$ cat src/rtl/s2p_sleep_frontend.sv
// Stereo serial-to-parallel front end with all-zero sleep detection.
// Shifts InputL/InputR in MSB first on Dclk. Frame marks the MSB.
// It presents WIDTH-bit stereo words with a ready flag.
// Optional feature: define FRAME_ERR_EN to enable the sticky misframe flag frame_err.
module s2p_sleep_frontend #(
    parameter int unsigned WIDTH    = 16,
    parameter int unsigned ZERO_RUN = 800
) (
    input  logic             Dclk,
    input  logic             Reset_n,
    input  logic             InReady,
    input  logic             Frame,
    input  logic             InputL,
    input  logic             InputR,
    input  logic             clear,
    output logic [WIDTH-1:0] Data_L,
    output logic [WIDTH-1:0] Data_R,
    output logic             S2P_status,
    output logic             sleep_status,
    output logic             frame_err
);

    localparam int unsigned CntW = $clog2(WIDTH);
    localparam int unsigned ZcW  = $clog2(ZERO_RUN + 1);
    localparam logic [CntW-1:0] BitStart = CntW'(WIDTH - 2);
    localparam logic [ZcW-1:0]  ZeroRunC = ZcW'(ZERO_RUN);

    typedef enum logic [0:0] {StIdle, StShift} state_e;

    state_e            state_q, state_d;
    logic [CntW-1:0]   bit_cnt_q, bit_cnt_d;
    logic [WIDTH-2:0]  shift_l_q, shift_l_d;
    logic [WIDTH-2:0]  shift_r_q, shift_r_d;
    logic [WIDTH-1:0]  data_l_q, data_l_d;
    logic [WIDTH-1:0]  data_r_q, data_r_d;
    logic              status_q, status_d;
    logic              sleep_q, sleep_d;
    logic [ZcW-1:0]    zero_cnt_q, zero_cnt_d;
`ifdef FRAME_ERR_EN
    logic              frame_err_q, frame_err_d;
`endif

    // Full words as they stand on the LSB edge.
    logic [WIDTH-1:0] word_l, word_r;
    assign word_l = {shift_l_q, InputL};
    assign word_r = {shift_r_q, InputR};

    // Next-state logic: clear beats everything, InReady abort beats a misframe.
    always_comb begin
        state_d    = state_q;
        bit_cnt_d  = bit_cnt_q;
        shift_l_d  = shift_l_q;
        shift_r_d  = shift_r_q;
        data_l_d   = data_l_q;
        data_r_d   = data_r_q;
        status_d   = status_q;
        sleep_d    = sleep_q;
        zero_cnt_d = zero_cnt_q;
`ifdef FRAME_ERR_EN
        frame_err_d = frame_err_q;
`endif
        if (clear) begin
            state_d    = StIdle;
            status_d   = 1'b0;
            sleep_d    = 1'b0;
            zero_cnt_d = '0;
`ifdef FRAME_ERR_EN
            frame_err_d = 1'b0;
`endif
        end else begin
            unique case (state_q)
                StIdle: begin
                    if (Frame && InReady) begin
                        shift_l_d = {{(WIDTH - 2){1'b0}}, InputL};
                        shift_r_d = {{(WIDTH - 2){1'b0}}, InputR};
                        bit_cnt_d = BitStart;
                        status_d  = 1'b0;
                        state_d   = StShift;
                    end
                end
                StShift: begin
                    if (!InReady) begin
                        state_d = StIdle;
                    end else if (Frame) begin
                        // Misframe: current bit becomes the new MSB.
                        shift_l_d = {{(WIDTH - 2){1'b0}}, InputL};
                        shift_r_d = {{(WIDTH - 2){1'b0}}, InputR};
                        bit_cnt_d = BitStart;
                        status_d  = 1'b0;
`ifdef FRAME_ERR_EN
                        frame_err_d = 1'b1;
`endif
                    end else if (bit_cnt_q == '0) begin
                        data_l_d = word_l;
                        data_r_d = word_r;
                        status_d = 1'b1;
                        state_d  = StIdle;
                        if (word_l == '0 && word_r == '0) begin
                            if (zero_cnt_q != ZeroRunC) begin
                                zero_cnt_d = zero_cnt_q + 1'b1;
                            end
                            sleep_d = (zero_cnt_d == ZeroRunC);
                        end else begin
                            zero_cnt_d = '0;
                            sleep_d    = 1'b0;
                        end
                    end else begin
                        shift_l_d = {shift_l_q[WIDTH-3:0], InputL};
                        shift_r_d = {shift_r_q[WIDTH-3:0], InputR};
                        bit_cnt_d = bit_cnt_q - 1'b1;
                    end
                end
                default: state_d = StIdle;
            endcase
        end
    end

    // State and output registers.
    always_ff @(posedge Dclk or negedge Reset_n) begin
        if (!Reset_n) begin
            state_q    <= StIdle;
            bit_cnt_q  <= '0;
            shift_l_q  <= '0;
            shift_r_q  <= '0;
            data_l_q   <= '0;
            data_r_q   <= '0;
            status_q   <= 1'b0;
            sleep_q    <= 1'b0;
            zero_cnt_q <= '0;
        end else begin
            state_q    <= state_d;
            bit_cnt_q  <= bit_cnt_d;
            shift_l_q  <= shift_l_d;
            shift_r_q  <= shift_r_d;
            data_l_q   <= data_l_d;
            data_r_q   <= data_r_d;
            status_q   <= status_d;
            sleep_q    <= sleep_d;
            zero_cnt_q <= zero_cnt_d;
        end
    end

`ifdef FRAME_ERR_EN
    // Sticky misframe flag.
    always_ff @(posedge Dclk or negedge Reset_n) begin
        if (!Reset_n) begin
            frame_err_q <= 1'b0;
        end else begin
            frame_err_q <= frame_err_d;
        end
    end
    assign frame_err = frame_err_q;
`else
    assign frame_err = 1'b0;
`endif

    assign Data_L       = data_l_q;
    assign Data_R       = data_r_q;
    assign S2P_status   = status_q;
    assign sleep_status = sleep_q;

endmodule

$ cat config.mk
export PLATFORM = sky130hd
export DESIGN_NAME = s2p_sleep_frontend
export DESIGN_NICKNAME = d
export VERILOG_FILES = /design/src/rtl/s2p_sleep_frontend.sv
export SDC_FILE = /design/constraint.sdc
export NUM_CORES = 1
export LEC_CHECK = 0
export CORE_MARGIN = 4
export CORE_UTILIZATION = 59
export DETAILED_ROUTE_END_ITERATION = 6
export GPL_TIMING_DRIVEN = 1
export PLACE_DENSITY_LB_ADDON = 0.2
export SKIP_CTS_REPAIR_TIMING = 1
export SYNTH_ARGS = -nofsm -noshare
export SYNTH_HDL_FRONTEND = slang
export SYNTH_SLANG_ARGS = --single-unit
$ cat constraint.sdc
create_clock -name Dclk -period 5.16 [get_ports Dclk]
set_input_delay 1.032 -clock Dclk [delete_from_list [all_inputs] [get_ports Dclk]]
set_output_delay 1.032 -clock Dclk [all_outputs]
set_load 0.02 [all_outputs]
==> results.sh, run 1 <==
export IMPL_ys_flop_type="dfrtp_1"
export IMPL_ys_seq_area_frac=0.572
export IMPL_vias=2465
export IMPL_cpPeakStageDelay_ns=0.81
export IMPL_fin_crit_ns=3.52
export IMPL_crit_chain="clkdlybuf4s50_1 > nor2b_2 > buf_4 > nand4b_4 > nor3_1 > nand2b_1 > o21ai_0"
export IMPL_clockBufferDepth=2
export IMPL_htree_levels=3
export IMPL_synthCells=327
export IMPL_drive_gt1_frac=0.144
export IMPL_tritoncts="done"
export IMPL_critPathLaunchType="input port"
export IMPL_leakagePower_nw=2.05
export IMPL_cts_reportedPaths_clkPinSlew_ns=0.07
export IMPL_hold_viol=0
export IMPL_dp_cells=423
export IMPL_die_area_um2=7150
export IMPL_drt_wl_total_um=6920
export IMPL_antenna_cells=0
export IMPL_die_x_um=84.5
export IMPL_cts_buffers_inserted=9
export IMPL_fin_skew_ns=0.00653
export IMPL_syn_to_final_growth_pct=18.9
export IMPL_synth_edf_count=0
export IMPL_start_util=0.616
export IMPL_grt_ovfl_total=0
export IMPL_pre_cts_slack_ns=1.37
export IMPL_fin_ws_ns=1.64
export IMPL_multi_input_area_um2=1370
export IMPL_path_max_fanout=35
export IMPL_final_area_um2=4110
export IMPL_async_reset_ff_frac=1.00
export IMPL_syn_area_per_cell_um2=10.6
export IMPL_drc_errors=0
export IMPL_synth_cell_type_count=38
export IMPL_status="completed"
export IMPL_arrival_ns=3.77
export IMPL_peakVddDrop_mv=0.222
export IMPL_antenna_found_initial=0
export IMPL_clock_fmax_mhz=284
export IMPL_power_density_nw_per_um2=292
export IMPL_finalNonFillerCells=439
export IMPL_seq_area_um2=1980
export IMPL_wl_per_cell_um=15.8
export IMPL_mostFrequentLayoutCells="nand2_1 (80), dfrtp_1 (79), clkdlybuf4s50_1 (39)"
export IMPL_slew_headroom=0.360
export IMPL_finalPower_mw=1.20
export IMPL_worst_path_max_delay_cell="nor3_1"
export IMPL_worstHoldStart="sleep_status"
export IMPL_worstSetupEndpointType="flip-flop"
export IMPL_clock_sinks=79
export IMPL_final_common_cell="nand2_1"
export IMPL_tightest_slew_ns=0.959
export IMPL_grt_start_max_net_pins=80
export IMPL_viasPerCell=5.62
export IMPL_grt_pass1_vias=2579
export IMPL_drtIter0Drc=107
export IMPL_cp_required_ns=5.41
export IMPL_rsz0062_at_grt="no"
export IMPL_hpwl_um=4430
export IMPL_rows=27
export IMPL_n_fill_cell=424
export IMPL_synth_nets=337
export IMPL_whs_path_depth=2
export IMPL_final_max_slew_viol_count=0
export IMPL_worst_hold_path_type="flip-flop to flip-flop"
export IMPL_ys_ff_latch=79
export IMPL_cts_root_buf="clkbuf_8"
export IMPL_cap_violations=0
export IMPL_mappedNetlistArea_um2=3460
export IMPL_io_buffers=40
export IMPL_nets=372
export IMPL_dr_pass1_iters=4
export IMPL_reg2regPathDepth=9
export IMPL_fin_tns_setup_ns=0
export IMPL_path_class="input port to flip-flop"
export IMPL_grt_pass1_wl_um=12100
export IMPL_grt_total_usage=0.210
export IMPL_reg2reg_from="bit_cnt_q[0]"
export IMPL_core_area_um2=5610
export IMPL_die_y_um=84.5
export IMPL_setup_viol=0
export IMPL_r2r_slack_ns=2.03
export IMPL_min_to="sleep_status"
export IMPL_place_gp_congestion=0.879
export IMPL_rr_endpoint="shift_l_q[1]"
export IMPL_place_area_um2=3880
export IMPL_clk_insertion_delay_late_ns=0.34
export IMPL_ys_warn_count=0
export IMPL_finalCritPeriodShare=0.682
export IMPL_ios=42
export IMPL_final_antenna_net_count=0
cell type report:
type / count / share of cell area
inverter: 9 / 0.00822
clock buffer: 13 / 0.0387
timing repair buffer: 42 / 0.100
tap: 72 / 0.0219
sequential: 79 / 0.481
clock inverter: 3 / 0.0158
multi-input combinational: 221 / 0.334
metrics by stage:
| stage | utilization | hold slack [ns] |
|---|---|---|
| detailed placement | 0.693 | 0.486 |
| floorplan | - | 0.459 |
| global placement | 0.693 | 0.463 |
| global route | 0.733 | 0.526 |
| CTS | 0.733 | 0.503 |
| finish | 0.733 | 0.496 |
registers in the layout, indices dropped and copies added (netlist names):
name          count
sleep_status      1
shift_r_q        15
Data_L           16
S2P_status        1
bit_cnt_q         4
state_q           1
zero_cnt_q       10
shift_l_q        15
Data_R           16
how the worst max path moves through the flow:
stage / start / to / slack, ns / cells after the start
after global placement: Frame / sleep_status / 1.46 / 7
after global routing: Frame / sleep_status / 1.36 / 7
after detailed placement: Frame / sleep_status / 1.37 / 7
after CTS: Frame / zero_cnt_q[2] / 1.68 / 7
after floorplan: Frame / zero_cnt_q[4] / 2.74 / 7
final: Frame / zero_cnt_q[2] / 1.64 / 7
kinds of logic (layout without fill, tap and decap cells):
group / count (synthesis) / in the layout / synth area share
buf+inv: 27 / 67 / 0.0322
simple gates: 150 / 150 / 0.208
fa+ha+maj: 3 / 3 / 0.0109
xor+xnor: 6 / 6 / 0.0152
mux: 34 / 34 / 0.110
compound gates: 27 / 27 / 0.0499
other cells: 1 / 1 / 0.00108
flops: 79 / 79 / 0.572
worst max-delay path, delay by kind of cell:
kind                   cells  cell delay (ns)
AO/OA/AOI/OAI              1             0.23
buffers and inverters      2             0.83
AND/OR/NAND/NOR            4             1.66
metal layers:
metal	share of wire	vias to the layer above	global-route usage
li1	-	1186	-
met5	0	-	0
met2	0.48	42	0.345
met3	0.030	11	0.0393
met4	0.016	0	0.0806
met1	0.47	1226	0.280
cells in the mapped netlist (all sizes together) (2+ instances only):
cell type | number | area, um2
nor3 | 4 | 20.0
dfrtp | 79 | 1980
nor2b | 2 | 12.5
nand4b | 2 | 32.5
nand2b | 5 | 31.3
nand2 | 80 | 300
a31oi | 2 | 12.5
o22a | 2 | 17.5
nand3 | 33 | 165
or3 | 3 | 18.8
xor2 | 3 | 26.3
o21bai | 2 | 15.0
clkbuf | 7 | 26.3
ha | 3 | 37.5
nor2 | 3 | 11.3
mux2 | 33 | 372
nor3b | 2 | 26.3
inv | 8 | 30.0
o31ai | 2 | 15.0
buf | 11 | 51.3
a21oi | 6 | 30.0
nand4 | 3 | 18.8
xnor2 | 3 | 26.3
nor4 | 11 | 68.8
a21o | 3 | 22.5
o21ai | 7 | 35.0
report_power, final:
part	leakage [nW]	total (mW)	switching [mW]	internal [mW]
Sequential	1.09	0.635	0.00930	0.626
Clock	0.114	0.510	0.212	0.299
Combinational	0.851	0.0554	0.0379	0.0174
Total	2.05	1.20	0.259	0.942
(Power assumes the default switching activity.)
==> run 2, diff against run 1 <==
CORE_UTILIZATION = 50   (was 59)
clock period = 3.21 ns   (was 5.16 ns; I/O delays follow)
==> run 2 against run 1 <==
Effect of this change: flip-flop and latch count unchanged; largest cell class unchanged; worst hold slack got worse by 0.054 ns; largest power group unchanged; setup slack got worse by 0.98 ns.
==> results.sh, run 2 (same netlist as run 1, synthesis figures left out) <==
export IMPL_status="completed"
export IMPL_drive_gt1_frac=0.154
export IMPL_vias=2501
export IMPL_viasPerCell=5.56
export IMPL_fin_crit_ns=2.55
export IMPL_drc_errors=0
export IMPL_nets=375
export IMPL_peakVddDrop_mv=0.375
export IMPL_worstSetupEndpointType="flip-flop"
export IMPL_clockBufferDepth=2
export IMPL_ios=42
export IMPL_tritoncts="done"
export IMPL_clock_fmax_mhz=392
export IMPL_tightest_slew_ns=0.970
export IMPL_finalPower_mw=1.93
export IMPL_mostFrequentLayoutCells="nand2_1 (80), dfrtp_1 (79), clkdlybuf4s50_1 (39)"
export IMPL_path_max_fanout=22
export IMPL_critPathLaunchType="flip-flop"
export IMPL_worst_hold_path_type="input port to async pin"
export IMPL_clk_insertion_delay_late_ns=0.35
export IMPL_antenna_found_initial=0
export IMPL_cts_root_buf="clkbuf_8"
export IMPL_path_class="flip-flop to flip-flop"
export IMPL_crit_chain="inv_1 > ha_1 > or3b_1 > a21oi_1 > nand2b_1 > clkinv_1 > buf_4 > nand3_1 > nand2_1"
export IMPL_grt_ovfl_total=0
export IMPL_start_util=0.512
export IMPL_switching_power_mw=0.439
export IMPL_syn_to_final_growth_pct=19.8
export IMPL_hold_viol=0
export IMPL_core_area_um2=6760
export IMPL_place_gp_congestion=0.803
export IMPL_setup_viol=0
export IMPL_htree_levels=3
export IMPL_io_buffers=40
export IMPL_rsz0062_at_grt="no"
export IMPL_drtIter0Drc=143
export IMPL_worst_hold_slack_ns=0.442
export IMPL_cts_reportedPaths_clkPinSlew_ns=0.08
export IMPL_slew_headroom=0.353
export IMPL_finalCritPeriodShare=0.796
export IMPL_fin_skew_ns=0.0107
export IMPL_fin_tns_setup_ns=0
export IMPL_clkPwrFrac=0.427
export IMPL_wl_per_cell_um=15.1
export IMPL_clock_sinks=79
export IMPL_seq_power_share=0.528
export IMPL_cpPeakStageDelay_ns=0.48
export IMPL_p_int_mw=1.49
export IMPL_leakagePower_nw=2.06
export IMPL_final_antenna_net_count=0
export IMPL_dp_cells=434
export IMPL_die_area_um2=8310
export IMPL_cp_num_buf_inv=3
export IMPL_grt_start_max_net_pins=80
export IMPL_worst_path_max_delay_cell="clkinv_1"
export IMPL_cts_buffers_inserted=9
export IMPL_grt_total_usage=0.180
export IMPL_hpwl_um=4350
export IMPL_swShare=0.227
export IMPL_final_max_slew_viol_count=0
export IMPL_grt_pass1_vias=2441
export IMPL_dr_pass1_iters=4
export IMPL_finalNonFillerCells=450
export IMPL_rows=30
export IMPL_die_x_um=91.2
export IMPL_die_y_um=91.2
export IMPL_drt_wl_total_um=6800
export IMPL_arrival_ns=2.79
export IMPL_cp_required_ns=3.45
export IMPL_path_delay_family="buffers and inverters"
export IMPL_grt_pass1_wl_um=12000
export IMPL_power_density_nw_per_um2=467
export IMPL_cap_violations=0
export IMPL_antenna_cells=0
export IMPL_fin_util=0.613
export IMPL_final_common_cell="nand2_1"
export IMPL_p_comb_frac=0.046
run 2: per-stage QoR:
stage | area (um2) | setup WS (ns)
2_1_floorplan | 3460 | 1.18
3_3_place_gp | 3920 | 0.518
3_5_place_dp | 3920 | 0.529
4_1_cts | 4140 | 0.668
5_1_grt | 4140 | 0.410
6_report | 4140 | 0.656
run 2: final timing paths:
kind	start	to	slack (ns)	cells after the start
min	Reset_n	Data_R[5]	0.44	1
max reg2reg	bit_cnt_q[0]	shift_l_q[13]	0.66	9
max	bit_cnt_q[0]	shift_l_q[13]	0.66	9
min reg2reg	sleep_status	sleep_status	0.48	2
min in group Dclk	sleep_status	sleep_status	0.48	2
max in group asynchronous	Reset_n	shift_l_q[5]	2.15	1
run 2: worst register-to-register path: stages (launching register included):
cell and delay, ns:
dfrtp_1 0.41, inv_1 0.07, ha_1 0.19, or3b_1 0.37, a21oi_1 0.21, nand2b_1 0.16, clkinv_1 0.48, buf_4 0.41
nand3_1 0.09, nand2_1 0.06
run 2: per-layer routing:
metal | track usage | share of wire | up-vias
li1 | - | - | 1197
met1 | 0.258 | 0.49 | 1223
met2 | 0.259 | 0.45 | 68
met3 | 0.0563 | 0.045 | 13
met4 | 0.0628 | 0.017 | 0
met5 | 0 | 0 | -
run 2: final cells by class:
class | count | area [um2]
fillers | 561 | 2620
flip-flops and latches | 79 | 1980
multi-input cells | 221 | 1370
repair buffers | 45 | 435
clock buffers | 11 | 141
well taps | 80 | 100
clock inverters | 5 | 81.3
inverters | 9 | 33.8
run 2: power groups by stage:
| stage | clock (mW) | sequential, mW | combinational (mW) |
|---|---|---|---|
| 6_report | 0.825 | 1.02 | 0.0880 |
| 5_1_grt | 0.884 | 1.02 | 0.101 |
| 4_1_cts | 0.840 | 1.02 | 0.0903 |
| 3_5_place_dp | 0 | 1.04 | 0.0900 |
| 3_3_place_gp | 0 | 1.04 | 0.0878 |
| 2_1_floorplan | 0 | 1.04 | 0.0480 |
